$ cat src/rtl/charbuf_cmd_decoder_pkg.sv
// ---------------------------------------------------------------------------
// charbuf_cmd_decoder_pkg
// Shared constants for the character-buffer command decoder.
// The package holds:
//   - the FSM state encoding
//   - the argument command selector
//   - the control/command byte values
//   - the printable character range
//   - a helper that classifies printable bytes
// ---------------------------------------------------------------------------
package charbuf_cmd_decoder_pkg;

    // FSM state encoding
    localparam logic [1:0] ST_TEXT  = 2'd0;
    localparam logic [1:0] ST_ESC   = 2'd1;
    localparam logic [1:0] ST_ARG   = 2'd2;
    localparam logic [1:0] ST_CLEAR = 2'd3;

    // Meaning of the byte that follows an ESC C / ESC P prefix
    localparam logic ARG_COLOR = 1'b0;
    localparam logic ARG_POS   = 1'b1;

    // Control and command bytes
    localparam logic [7:0] BYTE_ESC       = 8'h1B;
    localparam logic [7:0] BYTE_CR        = 8'h0D;
    localparam logic [7:0] BYTE_CMD_COLOR = 8'h43;  // 'C'
    localparam logic [7:0] BYTE_CMD_POS   = 8'h50;  // 'P'
    localparam logic [7:0] BYTE_CMD_CLEAR = 8'h58;  // 'X'
    localparam logic [7:0] BYTE_SPACE     = 8'h20;

    // Printable range, inclusive on both ends
    localparam logic [7:0] PRINT_LO = 8'h20;
    localparam logic [7:0] PRINT_HI = 8'h7E;

    function automatic logic is_printable(input logic [7:0] b);
        return (b >= PRINT_LO) && (b <= PRINT_HI);
    endfunction

endpackage

$ cat src/rtl/charbuf_cmd_decoder.sv
// ---------------------------------------------------------------------------
// charbuf_cmd_decoder
// Turns a UART byte stream into character-buffer writes.
//
// Byte handling:
//   - Printable bytes are written at the cursor, which wraps at last_index.
//   - CR returns the cursor to address 0 without writing.
//   - ESC C <n> sets the current color to n[3:0].
//   - ESC P <n> sets the cursor to min(n, last_index).
//   - ESC X fills the whole buffer with spaces. The clear takes MAX_CHARS
//     cycles, and no bytes are accepted while it runs.
//
// Ports:
//   clk, reset      single clock; synchronous active-high reset
//   in_data/valid   received byte and its qualifier
//   in_ready        byte accepted when in_valid && in_ready at a rising edge
//   last_index      highest active buffer address
//   wr_en           one-cycle write strobe
//   wr_addr         write address; holds its value when wr_en is 0
//   wr_char         write data; holds its value when wr_en is 0
//   wr_color        write color; holds its value when wr_en is 0
//   cursor          next text write address
//   busy            high while the buffer clear runs
//
// MAX_CHARS must be a power of two in the range 2..128.
// ---------------------------------------------------------------------------
module charbuf_cmd_decoder
    import charbuf_cmd_decoder_pkg::*;
#(
    parameter int         MAX_CHARS     = 8,
    parameter logic [3:0] DEFAULT_COLOR = 4'd1
) (
    input  logic                         clk,
    input  logic                         reset,
    input  logic [7:0]                   in_data,
    input  logic                         in_valid,
    output logic                         in_ready,
    input  logic [$clog2(MAX_CHARS)-1:0] last_index,
    output logic                         wr_en,
    output logic [$clog2(MAX_CHARS)-1:0] wr_addr,
    output logic [7:0]                   wr_char,
    output logic [3:0]                   wr_color,
    output logic [$clog2(MAX_CHARS)-1:0] cursor,
    output logic                         busy
);

    localparam int AW = $clog2(MAX_CHARS);
    localparam logic [AW-1:0] ADDR_ZERO = AW'(0);
    localparam logic [AW-1:0] ADDR_ONE  = AW'(1);
    localparam logic [AW-1:0] ADDR_LAST = AW'(MAX_CHARS - 1);

    logic [1:0]    state_r,    state_s;
    logic [AW-1:0] cursor_r,   cursor_s;
    logic [3:0]    color_r,    color_s;
    logic          arg_cmd_r,  arg_cmd_s;
    logic          wr_en_r,    wr_en_s;
    logic [AW-1:0] wr_addr_r,  wr_addr_s;
    logic [7:0]    wr_char_r,  wr_char_s;
    logic [3:0]    wr_color_r, wr_color_s;
    logic [AW-1:0] eff_s;
    logic          accept_s;

    assign in_ready = (state_r != ST_CLEAR);
    assign busy     = (state_r == ST_CLEAR);
    assign accept_s = in_valid && in_ready;
    assign wr_en    = wr_en_r;
    assign wr_addr  = wr_addr_r;
    assign wr_char  = wr_char_r;
    assign wr_color = wr_color_r;
    assign cursor   = cursor_r;

    // Next-state, cursor, color and write-request logic.
    always_comb begin
        state_s    = state_r;
        cursor_s   = cursor_r;
        color_s    = color_r;
        arg_cmd_s  = arg_cmd_r;
        wr_en_s    = 1'b0;
        wr_addr_s  = wr_addr_r;
        wr_char_s  = wr_char_r;
        wr_color_s = wr_color_r;
        // A cursor left beyond a shrunken last_index restarts at 0.
        if (cursor_r > last_index) begin
            eff_s = ADDR_ZERO;
        end else begin
            eff_s = cursor_r;
        end

        case (state_r)
            ST_TEXT: begin
                if (accept_s) begin
                    if (is_printable(in_data)) begin
                        wr_en_s    = 1'b1;
                        wr_addr_s  = eff_s;
                        wr_char_s  = in_data;
                        wr_color_s = color_r;
                        if (eff_s == last_index) begin
                            cursor_s = ADDR_ZERO;
                        end else begin
                            cursor_s = eff_s + ADDR_ONE;
                        end
                    end else if (in_data == BYTE_CR) begin
                        cursor_s = ADDR_ZERO;
                    end else if (in_data == BYTE_ESC) begin
                        state_s = ST_ESC;
                    end else begin
                        state_s = ST_TEXT;
                    end
                end else begin
                    state_s = ST_TEXT;
                end
            end
            ST_ESC: begin
                if (accept_s) begin
                    if (in_data == BYTE_CMD_COLOR) begin
                        state_s   = ST_ARG;
                        arg_cmd_s = ARG_COLOR;
                    end else if (in_data == BYTE_CMD_POS) begin
                        state_s   = ST_ARG;
                        arg_cmd_s = ARG_POS;
                    end else if (in_data == BYTE_CMD_CLEAR) begin
                        // The cursor register doubles as the clear address counter.
                        state_s  = ST_CLEAR;
                        cursor_s = ADDR_ZERO;
                    end else begin
                        state_s = ST_TEXT;
                    end
                end else begin
                    state_s = ST_ESC;
                end
            end
            ST_ARG: begin
                if (accept_s) begin
                    state_s = ST_TEXT;
                    if (arg_cmd_r == ARG_COLOR) begin
                        color_s = in_data[3:0];
                    end else if (in_data > 8'(last_index)) begin
                        // Compare the full byte, so that large positions clamp
                        // instead of aliasing.
                        cursor_s = last_index;
                    end else begin
                        cursor_s = in_data[AW-1:0];
                    end
                end else begin
                    state_s = ST_ARG;
                end
            end
            ST_CLEAR: begin
                wr_en_s    = 1'b1;
                wr_addr_s  = cursor_r;
                wr_char_s  = BYTE_SPACE;
                wr_color_s = color_r;
                // The counter wraps to 0 after the last address, which is
                // also the cursor value the clear must leave behind.
                cursor_s   = cursor_r + ADDR_ONE;
                if (cursor_r == ADDR_LAST) begin
                    state_s = ST_TEXT;
                end else begin
                    state_s = ST_CLEAR;
                end
            end
            default: begin
                state_s = ST_TEXT;
            end
        endcase
    end

    // State and output registers with synchronous reset.
    always_ff @(posedge clk) begin
        if (reset) begin
            state_r    <= ST_TEXT;
            cursor_r   <= ADDR_ZERO;
            color_r    <= DEFAULT_COLOR;
            arg_cmd_r  <= ARG_COLOR;
            wr_en_r    <= 1'b0;
            wr_addr_r  <= ADDR_ZERO;
            wr_char_r  <= 8'h00;
            wr_color_r <= 4'h0;
        end else begin
            state_r    <= state_s;
            cursor_r   <= cursor_s;
            color_r    <= color_s;
            arg_cmd_r  <= arg_cmd_s;
            wr_en_r    <= wr_en_s;
            wr_addr_r  <= wr_addr_s;
            wr_char_r  <= wr_char_s;
            wr_color_r <= wr_color_s;
        end
    end

endmodule

$ cat config.mk
export PLATFORM = sky130hd
export DESIGN_NAME = charbuf_cmd_decoder
export DESIGN_NICKNAME = d
export VERILOG_FILES = /design/src/rtl/charbuf_cmd_decoder_pkg.sv /design/src/rtl/charbuf_cmd_decoder.sv
export SDC_FILE = /design/constraint.sdc
export NUM_CORES = 1
export LEC_CHECK = 0
export CAP_MARGIN = 10
export CORE_ASPECT_RATIO = 2
export CORE_UTILIZATION = 51
export CTS_CLUSTER_DIAMETER = 200
export DETAILED_ROUTE_END_ITERATION = 8
export HOLD_SLACK_MARGIN = 0.1
export PLACE_DENSITY = 0.87
export SLEW_MARGIN = 40
export SYNTH_ARGS = -nofsm -noshare
export SYNTH_HDL_FRONTEND = slang
export SYNTH_SLANG_ARGS = --single-unit
$ cat constraint.sdc
create_clock -name clk -period 3.4 [get_ports clk]
set_input_delay 1.02 -clock clk [delete_from_list [all_inputs] [get_ports clk]]
set_output_delay 1.02 -clock clk [all_outputs]
set_load 0.005 [all_outputs]
==> out/summary.txt, run 1 <==
==========================================================================================
Run status                                                                    complete, no violations
Overflow left after global routing                                                       0
Vias in the first global route                                                        1639
Share of layout cells above drive strength 1                                         16.7%
Buffers inserted during post-CTS setup optimization                                      0
Router iterations before antenna repair                                                  6
Post-route worst hold slack                                                       0.465 ns
Number of antenna violations at the first check in global routing                        0
Post-layout utilization of the core                                                  68.3%
Fraction of synthesis flops using an asynchronous set or reset pin                      0%
Ranking of synthesized cells by area                                          dfxtp_1, ha_1, mux2i_1
Latest clock arrival within the worst-skew pair                                    0.27 ns
Number of failing hold endpoints at the final stage                                      0
Highest clock rate                                                               0.331 GHz
Worst Hold Class                                                              flop to flop
Standard cell core area                                                         3160 sq um
EDFF count, synth                                                                        0
Routed wire length per instance                                               15.9 microns
Top cell types by occurrence after synthesis                                  dfxtp_1, nor2_1, inv_1
Post-layout instance count excluding filler cells                                      264
Power, Total                                                                        693 uW
Largest stage delay, worst path                                                    0.48 ns
Clock tree root buffer cell                                                       clkbuf_8
Sinks on the clock net                                                                  26
Cell family contributing the most delay on the critical path                  simple AND/OR/NAND/NOR gates
Post-route antenna net violation count                                                   0
Gpl congestion                                                                       0.961
Count of endpoints failing setup in the final report                                     0
Max Transition Viols Final                                                               0
Fill cell instance count of the final layout                                           247
Leading register cell type out of synthesis                                        dfxtp_1
Instance count after placement with tap cells included                                 260
Static leakage                                                                 0.000888 uW
Setup Total Neg Slack                                                                 0 ns
Arrival time reported for the critical path endpoint                               3.24 ns
Final Skew                                                                      0.00264 ns
Synth Cell Area                                                                 1670 sq um
Most frequently used cell type in the post-synthesis netlist                       dfxtp_1
Max_slew headroom                                                                    65.2%
Setup slack of the most critical reg-to-reg path                                   0.98 ns
Global routing usage summed across all routing layers                                25.7%
Drc violations                                                                           0
Total of cells resized after clock tree synthesis                                        0
Row count                                                                               29
Hold path start                                                               wr_addr[0]$_SDFFE_PP0P_
Yosys reg bits                                                                          26
Largest net degree at the start of global routing                                       24
Kind of end point of the critical path                                                flop
Cell type of the slowest stage on the worst timing path                       clkdlybuf4s50_1
Ant diodes                                                                               0
Minimum clock period after layout                                                  3.02 ns
H-tree depth                                                                             1
Area growth from synthesis to layout                                                 29.5%
Avg Inst Size Synth                                                             8.81 sq um
Final net count                                                                        262
Post-synthesis instance total                                                          189
Startpoint types                                                              primary input
Data required time of the worst path                                               3.62 ns
Worst-margin pin slew                                                             0.520 ns
Ratio of final minimum period to clock period                                        88.9%
CTS tree                                                                               yes
Global-route wire length before repair                                             7.04 mm
Leading area contributor after synthesis                                           dfxtp_1
Cts bufs inserted                                                                        3
Detail-routed via count per cell                                                      6.09
Io pins                                                                                 35
Power Density                                                                  321 nW/um^2
Clock edge transition at the registers on the reported setup and hold paths        0.09 ns
Number of cells traversed by the worst hold path                                         2
Die boundary height                                                           82.8 microns
Overall routed net length                                                          4.20 mm
Initial Util                                                                         52.8%
Peak supply drop                                                                0.000273 V
Reported max-cap violation count                                                         0
Warnings from Yosys                                                                      0
Share of the yosys chip area belonging to registers                                  31.3%
Cells traversed along the worst timing path                                   clkdlybuf4s50_1 -> inv_1 -> ha_1 -> nor2b_1 -> o21a_1 -> o21ai_0 -> nor2_1 -> or3b_2 -> a21oi_2
Endpoint with the worst hold slack                                            wr_addr[0]$_SDFFE_PP0P_
Portion of synthesized cell area occupied by the leading cell type                   31.3%
Number of buffers on the longest clock path                                              2
Count of different cell masters after synthesis                                         50
Number of buffers added on ports                                                        34
Worst flop-to-flop path endpoint                                              wr_addr[1]$_SDFFE_PP0P_
Number of buffer and inverter instances along the worst setup path                       2
Routed vias                                                                           1607
Crit path depth                                                                          9
Die span in x                                                                 42.4 microns
Overall die area                                                                3510 sq um
Path depth of the worst reg2reg path                                                     7
Max FO, Critical Path                                                                    4
FF-to-FF Start                                                                state_r[1]$_SDFFE_PP0P_
Starting DRC count in detailed routing                                                  96
RSZ-0062 raised after global routing                                                    no
Hpwl dp                                                                            3.17 mm
Synth Net Count                                                                        217
Number of hold-repair buffers added at the cts stage                                     0
WS Path Type                                                                  primary input to flop
==========================================================================================
## layout by cell type (no fill, tap or decap), drive strengths merged, types with 2 or more instances in the layout
cell type and instances:
inv 15, buf 13, and2 2, o21ai 3, clkbuf 3, or3 4, clkdlybuf4s50 34, nand2b 5
a211o 2, mux2 3, mux2i 9, nand3 7, or2 2, xor2 3, nand2 11, nor3 5
ha 14, a21oi 11, a211oi 3, nor4 3, nor2 20, dfxtp 26, or3b 2, a22oi 6
o221ai 3, nor2b 5, and3 4
## worst min-delay path, stage by stage, from the launching register on
cell and delay (ns):
dfxtp_1 0.32, nand2_1 0.07, a21oi_2 0.04
## routing by layer
layer | vias up | global-route usage, % | wire [microns]
li1 | 762 | - | -
met1 | 753 | 25.6 | 1540
met2 | 72 | 47.1 | 2300
met3 | 20 | 4.57 | 215
met4 | 0 | 14.5 | 142
met5 | - | 0 | 0
## worst max path at each step
stage | end | from
2_1_floorplan | wr_addr[2]$_SDFFE_PP0P_ | last_index[1]
6_report | wr_addr[1]$_SDFFE_PP0P_ | last_index[1]
4_1_cts | wr_addr[1]$_SDFFE_PP0P_ | last_index[1]
5_1_grt | cursor[2]$_SDFFE_PP0P_ | last_index[1]
3_3_place_gp | cursor[2]$_SDFFE_PP0P_ | last_index[1]
3_5_place_dp | wr_addr[1]$_SDFFE_PP0P_ | last_index[1]
## through the flow
step                      instance area, sq um  worst slack [ns]
final                                     2160             0.376
after global routing                      2160             0.235
after CTS                                 2160             0.388
after detailed placement                  2080             0.111
after global placement                    2080             0.126
after floorplan                           1670             0.699
## sequential cells by signal (all words and copies together) (netlist names)
name and count:
arg_cmd_r 1, color_r 4, cursor 3, state_r 2
wr_addr 3, wr_char 8, wr_color 4, wr_en 1
## power by group
part | internal (uW) | switching [uW]
clock | 158 | 102
sequential | 311 | 4.29
combinational | 58.8 | 59.7
## cells by family after synthesis
kind of cell    after synthesis  synth area share, %
xor+xnor                      4                 2.10
simple gates                 72                 23.0
flops                        26                 31.3
compound gates               39                 18.9
mux                          12                 7.44
fa+ha+maj                    14                 10.5
buf+inv                      22                 6.84
## area by class of cell
cell class	instances	area, sq um	area share (%)
Multi-Input combinational cell	141	1030	47.8
Timing Repair Buffer	47	438	20.3
Inverter	15	56.3	2.61
Clock buffer	3	41.3	1.92
Clock inverter	1	30.0	1.39
Sequential cell	26	520	24.1
Tap cell	31	38.8	1.80
No activity file was read; power rests on OpenSTA's default activity.
==> run 2, diff against run 1 <==
SLEW_MARGIN = unset   (was 40)
==> results of run 2 <==
The final DEF is identical to that of run 1; final timing and power are the same.
==> run 3, diff against run 2 <==
CORE_UTILIZATION = 45   (was 51)
PLACE_DENSITY = 0.79   (was 0.87)
clock period = 3 ns   (was 3.4 ns; I/O delays follow)
==> run 3 against run 2 <==
- power increased by 14%
- core utilization decreased by 3.9 points
- setup slack got worse by 0.17 ns
- count of clock-buffer cells in the layout unchanged
- global-route usage decreased by 4.0 points
- critical path depth decreased by 2
- cell count increased by 8.7%
- hold slack improved by 0.0079 ns
- register-to-register slack got worse by 0.25 ns
- largest power group unchanged
==> out/summary.txt, run 3 (synthesis gave the netlist of run 1 again) <==
==========================================================================================
Max Transition Viols Final                                                               0
Post-layout instance count excluding filler cells                                      287
Global-route wire length before repair                                             6.42 mm
Largest net degree at the start of global routing                                       20
Overall die area                                                                3960 sq um
Number of hold-repair buffers added at the cts stage                                     0
Max_slew headroom                                                                    68.0%
Global routing usage summed across all routing layers                                21.8%
Cells traversed along the worst timing path                                   clkdlybuf4s50_1 -> buf_4 -> o41ai_1 -> nand2_1 -> a211oi_1 -> nand3_1 -> o221ai_1
H-tree depth                                                                             1
Cell type of the slowest stage on the worst timing path                       clkdlybuf4s50_1
Clock tree root buffer cell                                                       clkbuf_8
Ant diodes                                                                               0
Minimum clock period after layout                                                  2.79 ns
Die boundary height                                                           88.0 microns
Gpl congestion                                                                       0.930
Total of cells resized after clock tree synthesis                                        0
Highest clock rate                                                               0.358 GHz
Row count                                                                               30
PnR worst setup slack                                                             0.206 ns
Post-layout utilization of the core                                                  64.3%
Vias in the first global route                                                        1518
Number of buffers added on ports                                                        34
Count of endpoints failing setup in the final report                                     0
Final net count                                                                        268
Worst-margin pin slew                                                             0.480 ns
Worst Hold Class                                                              flop to flop
Largest stage delay, worst path                                                    0.52 ns
Max FO, Critical Path                                                                    5
Die span in x                                                                 45.0 microns
Post-Layout Inst Area                                                           2220 sq um
Number of antenna violations at the first check in global routing                        0
RSZ-0062 raised after global routing                                                    no
Drc violations                                                                           0
Number of buffers on the longest clock path                                              2
Arrival time reported for the critical path endpoint                               2.98 ns
Io pins                                                                                 35
Startpoint types                                                              primary input
Peak supply drop                                                                0.000353 V
Overflow left after global routing                                                       0
Kind of end point of the critical path                                                flop
Buffers inserted during post-CTS setup optimization                                      0
Most frequent cells in the layout                                             clkdlybuf4s50_1, dfxtp_1, nor2_1
Overall routed net length                                                          3.94 mm
Reported max-cap violation count                                                         0
Max reg flops                                                                            8
Ratio of final minimum period to clock period                                        93.1%
Pre-CTS setup slack                                                             -0.0533 ns
Instance count after placement with tap cells included                                 283
Data required time of the worst path                                               3.19 ns
Routed vias                                                                           1554
Most common cell after layout, fill and taps aside                            clkdlybuf4s50_1
Final Skew                                                                      0.00423 ns
Router iterations before antenna repair                                                  4
Share of layout cells above drive strength 1                                         18.8%
Power Density                                                                  354 nW/um^2
WS Path Type                                                                  primary input to flop
Clock edge transition at the registers on the reported setup and hold paths        0.09 ns
Routed wire length per instance                                               13.7 microns
Area growth from synthesis to layout                                                 33.4%
Post-placement cell area                                                        2150 sq um
Latest clock arrival within the worst-skew pair                                    0.27 ns
Standard cell core area                                                         3450 sq um
Post-route antenna net violation count                                                   0
Sinks on the clock net                                                                  26
Run status                                                                    complete, no violations
Starting DRC count in detailed routing                                                  37
Hpwl dp                                                                            3.16 mm
Detail-routed via count per cell                                                      5.41
Power, Total                                                                        788 uW
CTS tree                                                                               yes
Static leakage                                                                 0.000919 uW
Cts bufs inserted                                                                        3
Number of failing hold endpoints at the final stage                                      0
Initial Util                                                                         48.2%
==========================================================================================
run 3: cell types whose count changed in the layout (fill, tap and decap cells not counted):
| cell | previous run | this run |
|---|---|---|
| buf_4 | 13 | 19 |
run 3: where the power goes:
part | internal, uW | switching (uW)
logic | 70.8 | 66.9
registers | 352 | 4.73
clock network | 179 | 115
run 3: layout make-up:
type / count / area [sq um]
clock buffer: 3 / 41.3
timing repair buffer: 53 / 483
clock inverter: 1 / 30.0
multi-input combinational: 141 / 1030
inverter: 15 / 56.3
tap: 48 / 60.1
sequential: 26 / 520
fill: 302 / 1230
run 3: through the flow:
| stage | hold WS, ns | setup TNS (ns) |
|---|---|---|
| CTS | 0.474 | 0 |
| detailed placement | 0.461 | -0.196 |
| global route | 0.495 | 0 |
| global placement | 0.451 | -0.134 |
| finish | 0.473 | 0 |
| floorplan | 0.452 | 0 |
run 3: path summary, 6_finish.rpt:
path / startpoint / to / slack [ns] / cells past startpoint
hold / removal: wr_addr[0]$_SDFFE_PP0P_ / wr_addr[0]$_SDFFE_PP0P_ / 0.47 / 2
setup / recovery: in_data[1] / cursor[0]$_SDFFE_PP0P_ / 0.21 / 7
hold reg to reg: wr_addr[0]$_SDFFE_PP0P_ / wr_addr[0]$_SDFFE_PP0P_ / 0.47 / 2
setup reg to reg: state_r[1]$_SDFFE_PP0P_ / wr_addr[2]$_SDFFE_PP0P_ / 0.73 / 9
run 3: worst max-delay path: cells and delay by family:
kind / cells / cell delay, ns
and+or+nand+nor: 2 / 0.32
AOI/OAI and AO/OA: 3 / 1.02
buffers and inverters: 2 / 0.73
run 3: per-layer routing:
metal	GRT usage (%)	wire (microns)	vias to the layer above
li1	-	-	775
met1	23.8	1590	707
met2	37.9	2030	57
met3	1.86	172	15
met4	14.3	150	0
met5	0	0	-
